### config.mk
export PLATFORM = sky130hd
export DESIGN_NAME = pgm_rcv
export DESIGN_NICKNAME = d
export VERILOG_FILES = /design/src/rtl/pgm_rcv.sv
export SDC_FILE = /design/constraint.sdc
export NUM_CORES = 1
export LEC_CHECK = 0
export ABC_AREA = 1
export ABC_CLOCK_PERIOD_IN_PS = 2500
export CORE_AREA = 2 2 516 518
export CTS_CLUSTER_DIAMETER = 100
export DETAILED_ROUTE_END_ITERATION = 12
export DIE_AREA = 0 0 518 520
export PLACE_DENSITY = 0.3
export SYNTH_ARGS = -nofsm -noshare
export SYNTH_HDL_FRONTEND = slang
export SYNTH_SLANG_ARGS = --single-unit
### constraint.sdc
create_clock -name clk -period 2.5 [get_ports clk]
set_clock_uncertainty 0.05 [all_clocks]
set_input_delay 0.25 -clock clk [delete_from_list [all_inputs] [get_ports clk]]
set_output_delay 0.25 -clock clk [all_outputs]
set_load 0.005 [all_outputs]
### src/rtl/pgm_rcv.sv
// pgm_rcv: packet-generator receive sink; checks beat framing and gathers run statistics.
// Latency: every statistics output is registered and reflects a sampled input event one cycle later.
// Backpressure: none; one beat and one phv are sunk every cycle, so out_rcv_alf/out_rcv_phv_alf stay 0.
//
// Ports:
//   clk, rst_n                        single clock, synchronous active-low reset
//   in_rcv_data_wr/in_rcv_data        beat strobe + 134-bit beat {type[1:0], invalid_bytes[3:0], payload[127:0]}
//   in_rcv_valid_wr/in_rcv_valid      end-of-packet strobe + keep(1)/drop(0)
//   in_rcv_phv_wr/in_rcv_phv          per-packet metadata word (only counted)
//   in_rcv_start_flag/finish_flag     run start / run finish pulses
//   out_rcv_*_cnt                     saturating run statistics, CNT_W bits
//   out_rcv_err/busy/done             sticky framing error, run active, one-cycle end-of-run pulse
// Build option: define PGM_RCV_CYCLE_CNT_EN to include the RUN cycle counter;
// otherwise out_rcv_cycle_cnt is tied to 0.
module pgm_rcv #(
  parameter int CNT_W = 32
) (
  input  logic             clk,
  input  logic             rst_n,
  input  logic             in_rcv_data_wr,
  input  logic [133:0]     in_rcv_data,
  input  logic             in_rcv_valid_wr,
  input  logic             in_rcv_valid,
  input  logic [1023:0]    in_rcv_phv,
  input  logic             in_rcv_phv_wr,
  output logic             out_rcv_alf,
  output logic             out_rcv_phv_alf,
  input  logic             in_rcv_start_flag,
  input  logic             in_rcv_finish_flag,
  output logic [CNT_W-1:0] out_rcv_pkt_cnt,
  output logic [CNT_W-1:0] out_rcv_byte_cnt,
  output logic [CNT_W-1:0] out_rcv_phv_cnt,
  output logic [CNT_W-1:0] out_rcv_drop_cnt,
  output logic [CNT_W-1:0] out_rcv_cycle_cnt,
  output logic             out_rcv_err,
  output logic             out_rcv_busy,
  output logic             out_rcv_done
);

  localparam logic [1:0] S_IDLE = 2'b00;
  localparam logic [1:0] S_RUN  = 2'b01;
  localparam logic [1:0] S_DONE = 2'b10;

  localparam logic F_WAIT_HEAD = 1'b0;
  localparam logic F_IN_PKT    = 1'b1;

  localparam logic [1:0] T_HEAD = 2'b01;
  localparam logic [1:0] T_MID  = 2'b11;
  localparam logic [1:0] T_TAIL = 2'b10;

  // Byte sum is widened so that adding up to 16 never loses the carry, even for tiny CNT_W.
  localparam int SW = CNT_W + 5;

  logic [1:0]       r_run_st;
  logic             r_frm_st;
  logic             r_err;
  logic [CNT_W-1:0] r_pkt_cnt;
  logic [CNT_W-1:0] r_byte_cnt;
  logic [CNT_W-1:0] r_phv_cnt;
  logic [CNT_W-1:0] r_drop_cnt;

  logic             w_clr;
  logic             w_cnt_en;
  logic             w_frm_nxt;
  logic             w_frm_err;
  logic [4:0]       w_byte_inc;
  logic [SW-1:0]    w_byte_sum;
  logic [CNT_W-1:0] w_byte_nxt;
  logic             w_unused;

  // Payload and phv contents are only consumed, never inspected.
  assign w_unused = ^{in_rcv_data[127:0], in_rcv_phv};

  function automatic logic [CNT_W-1:0] sat_inc(input logic [CNT_W-1:0] v, input logic en);
    if (en && (v != {CNT_W{1'b1}})) return v + CNT_W'(1);
    return v;
  endfunction

  // A start in IDLE or RUN (re)enters RUN and wins over finish and over any same-cycle event.
  assign w_clr    = in_rcv_start_flag && (r_run_st != S_DONE);
  assign w_cnt_en = (r_run_st == S_RUN) && !in_rcv_start_flag;

  // Frame checker. Only beats that belong to a packet are counted: a head always starts
  // a packet (including the resync case), orphan middles/tails and type 00 are dropped.
  always_comb begin
    w_frm_nxt  = r_frm_st;
    w_frm_err  = 1'b0;
    w_byte_inc = 5'd0;
    if (in_rcv_data_wr) begin
      case (in_rcv_data[133:132])
        T_HEAD: begin
          w_frm_err  = (r_frm_st == F_IN_PKT);
          w_frm_nxt  = F_IN_PKT;
          w_byte_inc = 5'd16;
        end
        T_MID: begin
          if (r_frm_st == F_IN_PKT) w_byte_inc = 5'd16;
          else                      w_frm_err  = 1'b1;
        end
        T_TAIL: begin
          if (r_frm_st == F_IN_PKT) begin
            w_byte_inc = 5'd16 - {1'b0, in_rcv_data[131:128]};
            w_frm_nxt  = F_WAIT_HEAD;
          end else begin
            w_frm_err  = 1'b1;
          end
        end
        default: begin
          w_frm_err = 1'b1;
          w_frm_nxt = F_WAIT_HEAD;
        end
      endcase
    end
  end

  assign w_byte_sum = SW'(r_byte_cnt) + SW'(w_byte_inc);
  assign w_byte_nxt = (w_byte_sum[SW-1:CNT_W] != '0) ? {CNT_W{1'b1}} : w_byte_sum[CNT_W-1:0];

  always_ff @(posedge clk) begin
    if (!rst_n) begin
      r_run_st   <= S_IDLE;
      r_frm_st   <= F_WAIT_HEAD;
      r_err      <= 1'b0;
      r_pkt_cnt  <= '0;
      r_byte_cnt <= '0;
      r_phv_cnt  <= '0;
      r_drop_cnt <= '0;
    end else begin
      case (r_run_st)
        S_IDLE:  if (in_rcv_start_flag) r_run_st <= S_RUN;
        S_RUN:   if (!in_rcv_start_flag && in_rcv_finish_flag) r_run_st <= S_DONE;
        default: r_run_st <= S_IDLE;
      endcase

      if (w_clr) begin
        r_frm_st   <= F_WAIT_HEAD;
        r_err      <= 1'b0;
        r_pkt_cnt  <= '0;
        r_byte_cnt <= '0;
        r_phv_cnt  <= '0;
        r_drop_cnt <= '0;
      end else if (w_cnt_en) begin
        r_frm_st   <= w_frm_nxt;
        r_err      <= r_err | w_frm_err;
        r_byte_cnt <= w_byte_nxt;
        r_pkt_cnt  <= sat_inc(r_pkt_cnt,  in_rcv_valid_wr &&  in_rcv_valid);
        r_drop_cnt <= sat_inc(r_drop_cnt, in_rcv_valid_wr && !in_rcv_valid);
        r_phv_cnt  <= sat_inc(r_phv_cnt,  in_rcv_phv_wr);
      end
    end
  end

`ifdef PGM_RCV_CYCLE_CNT_EN
  logic [CNT_W-1:0] r_cycle_cnt;

  // Counts every RUN cycle that is not a restart, so the finish cycle is included.
  always_ff @(posedge clk) begin
    if (!rst_n)        r_cycle_cnt <= '0;
    else if (w_clr)    r_cycle_cnt <= '0;
    else if (w_cnt_en) r_cycle_cnt <= sat_inc(r_cycle_cnt, 1'b1);
  end

  assign out_rcv_cycle_cnt = r_cycle_cnt;
`else
  assign out_rcv_cycle_cnt = '0;
`endif

  assign out_rcv_alf      = 1'b0;
  assign out_rcv_phv_alf  = 1'b0;
  assign out_rcv_pkt_cnt  = r_pkt_cnt;
  assign out_rcv_byte_cnt = r_byte_cnt;
  assign out_rcv_phv_cnt  = r_phv_cnt;
  assign out_rcv_drop_cnt = r_drop_cnt;
  assign out_rcv_err      = r_err;
  assign out_rcv_busy     = (r_run_st == S_RUN);
  assign out_rcv_done     = (r_run_st == S_DONE);

endmodule
After elaboration in Yosys (flattened, before gate mapping)
Index checks and enable logic that the tools add are counted.

Logic and storage cells: 72. Flip-flop bits (word level): 132. Output and inout bits: 165. Input port bits: 1166.

Equal/unequal tests: 11. Reduce and logical (&&, ||, !) cells: 19. Bitwise logic cells: 3. Mux-type cells: 27. $add $sub $neg: 5.

Operator list (count): $mux 32 (4); $add 32x1->32 const B (3); $ne 32x32->1 const B (3); $add 32x5->33 (1); $mux 5 (3); $pmux 5 s3 (1); $mux 1 (14); $logic_and 1x1->1 (8); $reduce_and 2->1 (4); $eq 2x2->1 const B (3); $reduce_bool 5->1 (1); $sub 5x4->5 const A (1); $eq 2x1->1 const B (2); $mux 2 (2); $ne 2x2->1 const B (2); $pmux 1 s2 (2); $pmux 2 s2 (1); $reduce_or 2->1 (2); $reduce_and 3->1 (1); $logic_not 1->1 (2); $logic_not 2->1 (1); $ne 2x1->1 const B (1); $not 1->1 (2); $or 1x1->1 (1).

Logic depth before layout (Yosys ltp)
Word-level depth: 8. Depth in mapped cells: 16. Gate-level depth less buffers: 16.

Least setup slack after synthesis
OpenSTA, ideal clock, no wires.

Kind: register to register. From: reg r_frm_st. To: reg r_byte_cnt[8] (netlist: out_rcv_byte_cnt[8]). Data arrival time: 2.017 ns. Cell stages (with the launch flop): 14. Setup time: 0.070 ns. Setup slack: 0.363 ns. Data required time: 2.380 ns. Period minus slack after synthesis: 2.137 ns. Buffers on the path: 1. Cell sequence: dfxtp_1 > nand2_1 > inv_1 > nand3_1 > nor2_1 > ha_1 > fa_1 > nand2_1 > nand2_1 > nand3_1 > a21oi_4 > nand4_4 > buf_2 > a21oi_1.

Word-level cells in the longest chain between the ends: 6. Elaborated cells on any way between the ends: 7. Those cells by class: add/sub (1); mux (5); reduce/logical (1).

RTL lines: start, declared (RTL line 55) `logic r_frm_st;`; start signal, assigned (RTL line 143) `r_frm_st <= w_frm_nxt;`; $mux 5, on equally long branches (RTL line 101, 97); $pmux 5 s3 * (RTL line 90) `case (in_rcv_data[133:132])`; $mux 5 * (RTL line 89) `if (in_rcv_data_wr) begin`; $add 32x5->33 * (RTL line 116) `assign w_byte_sum = SW'(r_byte_cnt) + SW'(w_byte_inc);`; $reduce_bool 5->1 (RTL line 117) `assign w_byte_nxt = (w_byte_sum[SW-1:CNT_W] != '0) ? {CNT_W{1'b1}} : w_byte_sum[CNT_W-1:0];`; $mux 32 * (RTL line 117); end signal, assigned (RTL line 145) `r_byte_cnt <= w_byte_nxt;`; end, declared (RTL line 58) `logic [CNT_W-1:0] r_byte_cnt;`.

Every way passes the cells marked *; elsewhere a longest branch is shown, timed or not. A chain may end at the register's enable or synchronous reset.

Worst setup path after layout
From: in in_rcv_data[128]. To: reg r_byte_cnt[18] (netlist: out_rcv_byte_cnt[18]).

Word-level cells in the longest chain between the ends: 7.

RTL lines: start, declared (RTL line 21) `input logic [133:0] in_rcv_data,`; $sub 5x4->5 * (RTL line 102) `w_byte_inc = 5'd16 - {1'b0, in_rcv_data[131:128]};`; $mux 5 * (RTL line 101) `if (r_frm_st == F_IN_PKT) begin`; $pmux 5 s3 * (RTL line 90); $mux 5 * (RTL line 89); $add 32x5->33 * (RTL line 116); $reduce_bool 5->1 (RTL line 117); $mux 32 * (RTL line 117).

Marked as above.

==> impl_summary.md <==
Yosys
The multiplexer share of the synthesized area is 0. After synthesis, the netlist uses 42 different library cells. The synthesized-area fraction occupied by adder cells is 0.01479.

The most instantiated flip-flop cell in the synthesis netlist is dfxtp_1. The number of synthesized flops with an enable pin is 0. Of the total synthesized cell area, the portion taken by AND, OR, NAND and NOR gates is 0.4332. The share of the yosys chip area belonging to registers is 0.2946. After synthesis the netlist holds a flip-flop and latch count of roughly 130.

The synthesized netlist cell count is about 1400. The main combinational cell family by area after synthesis is simple AND/OR/NAND/NOR gates. The compound-gate portion of the synthesized area is 0.08859. The number of synthesis warnings is 0.

The average size of a mapped cell is about 6.2 sq um. The cell area after technology mapping is 8969 sq um. The share of the synthesized netlist area taken by xor and xnor gates is 0.05762.

In the synthesized netlist the async set-or-reset flop fraction comes to 0.

CTS
For this design, the sink count on the clock tree is 132. The number of buffers inserted for hold repair after clock tree synthesis is 0. TritonCTS built the clock tree. For the worst-skew pair, the clock arrives at the later sink with an insertion delay of about 0.51 ns. The number of buffers created by CTS is 17. Clock-pin slew was measured on the worst setup and hold paths at roughly 0.07 ns.

The root buffer cell is clkbuf_16. The clock tree synthesis step divided the H-tree into 4 levels. The number of buffers on the longest clock path is 2.

Critical path
In this run the worst path has a maximum fanout of 7. The worst setup path is launched from an input port. The worst setup path category is input port to flop. The cell seen most often among critical-path stages is buf_4.

The data arrival time at the worst-slack endpoint is between 2 and 3 ns. Traced cell by cell, the critical path runs through clkdlybuf4s50_1 -> inv_1 -> buf_4 -> nand3_1 -> xor2_1 -> nor2_1 -> buf_4 -> ha_1 -> inv_1 -> nand2_1 -> nand3_2 -> a21oi_4 -> nand4_4 -> buf_4 -> a21oi_1. STA classifies the critical path endpoint as a flop.

In this run the critical register-to-register path is captured at out_rcv_byte_cnt[10]$_SDFFE_PP0P_. The slowest cell on the critical path is clkdlybuf4s50_1. Counting cells, the worst reg-to-reg path comes to 14.

For this run, the slowest stage of the critical path takes 0.46 ns. The setup slack of the most critical reg-to-reg path is 0.19 ns. STA puts the critical path data required time at between 2 and 3 ns. The launch point of the worst reg-to-reg path is r_frm_st$_SDFFE_PP0P_.

Finish
Compared with the post-synthesis result, the final layout area differs by 77.04%. In the final layout, the share of cells above drive strength 1 is 0.1239. The antenna cell count is 0. The net count of the finished layout is between 2000 and 3000.

Counting the fill cells in the layout gives approximately 31000. Once layout is done, the placed cells without fillers occupy roughly 16000 sq um.

STA
Dividing the final minimum period by the clock period gives 0.9478. The max-slew violation count is 0. Setup violations remaining at the end of the flow were counted as 0. Once routing completed, OpenROAD measured the worst setup slack at between 0.1 and 0.15 ns. The final number of hold-violating endpoints is 0.

The clock period minus final worst setup slack is 2.369 ns. The slew at the pin closest to its max-slew limit is about 0.63 ns. Setup repair after global routing left no endpoint under its margin. Across all hold checks on the routed design, the worst slack comes to roughly 0.28 ns. In this run the tightest slew margin relative to its limit is 0.5783. Timing would allow up to between 0.4 and 0.5 GHz.

Detailed routing
The detail route stage leaves a number of antenna-violating nets equal to 0. Dividing the detail-routed via count by the number of cells gives roughly 1.9. The pre-antenna-repair detailed-routing pass consisted of 5 iterations. The total wire length after detailed routing is 53340 um. The detailed router finished its first iteration with ~430 violations. The residual DRC count is 0. After detailed routing, the average wire length per cell comes to 10.26 um. The via count of the routed design is 9613.

Floorplanning
The die covers 269400 sq um. The core region is between 200000 and 300000 sq um. In this run the vertical extent of the chip is roughly 520 um.

In this run the core area contains 189 standard-cell rows. In this run the count of I/O pins placed on the die edge is approximately 1300. The x dimension of the die is about 520 um. The initial utilization of the core area, before any placement, comes to 0.03398.

Status
The run finished with clean final reports.

Worst hold path
The type of the worst min-delay path is input port to flop. The end point of the most critical hold path is r_run_st[1]$_SDFFE_PN0P_. The cell depth of the worst min-delay path is 3. The beginning of the worst hold path is in_rcv_finish_flag.

Global route
The first-pass GRT wire length is around 75000 um. The aggregate global-route resource usage is 0.03933. The total overflow left after global routing is 0. The number of global-route vias before repair is around 9500. The largest net degree at the start of global routing is 70. The number of antenna violations at the first check in global routing is 1.

Power and ir drop
The total power divided by cell area is about 330 nW/um^2. The overall power of the completed layout is around 5.3 mW. The peak supply drop is 540.2 uV. In this run the static leakage power is 4.463 nW.

Placed design
Summed over all nets, the half-perimeter wirelength after detailed placement is roughly 45000 um. The standard cell area after detailed placement is 15150 sq um. The number of buffers added on ports is 144. The routability congestion estimate from global placement is around 0.74. Timing analysis after detailed placement gives a worst setup slack of -0.5170 ns.

Flow run
The number of maximum-capacitance violations is 0.
## critical path: cells and delay by family
kind / cells / cell delay, ns
AO/OA/AOI/OAI: 2 / 0.36
AND/OR/NAND/NOR: 5 / 0.53
buffers and inverters: 6 / 1.08
adder cells (fa/ha/maj): 1 / 0.33
XOR/XNOR: 1 / 0.16
## power breakdown
part           internal, mW  leakage [nW]  switching (mW)
clock network          1.73         0.308            1.20
registers              2.11          1.06         0.00786
logic                0.0750          3.09           0.152
## worst max-delay path by stage
stage                                startpoint                                 to  slack (ns)  cells after the start
after global routing      r_frm_st$_SDFFE_PP0P_  out_rcv_byte_cnt[10]$_SDFFE_PP0P_        0.01                     14
after floorplan                in_rcv_data[128]   out_rcv_byte_cnt[8]$_SDFFE_PP0P_        0.36                     12
after CTS                 r_frm_st$_SDFFE_PP0P_  out_rcv_byte_cnt[27]$_SDFFE_PP0P_       0.004                     13
after detailed placement       in_rcv_data[128]  out_rcv_byte_cnt[10]$_SDFFE_PP0P_       -0.52                     15
final                          in_rcv_data[128]  out_rcv_byte_cnt[18]$_SDFFE_PP0P_        0.13                     15
after global placement         in_rcv_data[128]  out_rcv_byte_cnt[24]$_SDFFE_PP0P_       -0.54                     16
## metal layers
metal	GRT usage	wire, um
met5	0	0
met1	0.04786	23880
met3	0.01309	3357
met2	0.06560	25570
met4	0.01106	537
## state kept, by name, indices dropped and copies added, names as in the netlist
signal,cells
r_run_st,2
out_rcv_byte_cnt,32
out_rcv_phv_cnt,32
out_rcv_err,1
out_rcv_drop_cnt,32
out_rcv_pkt_cnt,32
r_frm_st,1
## layout make-up
class                           count  area, sq um  area share
Clock buffer                       21        460.4     0.02900
Inverter                          134        505.5     0.03184
Tap cell                         3533         4420      0.2784
Multi-Input combinational cell   1134         5552      0.3496
Sequential cell                   132         2643      0.1664
Timing Repair Buffer              231         2125      0.1338
Clock inverter                     11        172.7     0.01087
## stage by stage
step	instances	utilization	TNS [ns]
5_1_grt	5196	0.06016	0
2_1_floorplan	1472	-	0
4_1_cts	5196	0.05987	0
6_report	5196	0.06016	0
3_5_place_dp	5163	0.05739	-13.24
3_3_place_gp	5163	0.05739	-13.49
## cell families (layout without fill, tap and decap cells)
logic type,Yosys count,in the layout
AO/OA/AOI/OAI,136,136
XOR/XNOR,59,59
adder cells (fa/ha/maj),10,10
buffers and inverters,206,397
flip-flops,132,132
other,1,34
AND/OR/NAND/NOR,895,895
## cell usage after synthesis (all sizes together), types with 6 or more instances
library cell  count  share of area
clkbuf           12         0.0050
xnor2            22          0.021
nor2            186          0.086
a21oi           107          0.069
nand3            99          0.056
inv             134          0.056
nor3             42          0.026
buf              60          0.049
nand3b           25          0.024
ha                9          0.013
a31oi             6         0.0042
nand4            23          0.018
xor2             37          0.036
dfxtp           132           0.29
nand2           514           0.22
o21ai            17         0.0095
## layout by cell type (no fill, tap or decap), drive strengths merged, types with 3 or more instances in the layout
master         instances
dfxtp                132
clkbuf                21
nand2                514
nand3b                25
inv                  136
o21bai                 3
nand4                 23
xnor2                 22
xor2                  37
ha                     9
clkdlybuf4s50        133
and2                   3
nor2                 186
nor3                  42
nand3                 99
a21oi                107
bufinv                 4
buf                   98
a31oi                  6
clkinv                 4
o21ai                 17
conb                  34
## timing repair
item                       CTS  global route
pin swaps                    1             3
setup buffers                1             0
resized for setup            3            21
setup endpoints to repair   15            27
hold endpoints to repair     0             0
(Power assumes the default switching activity.)
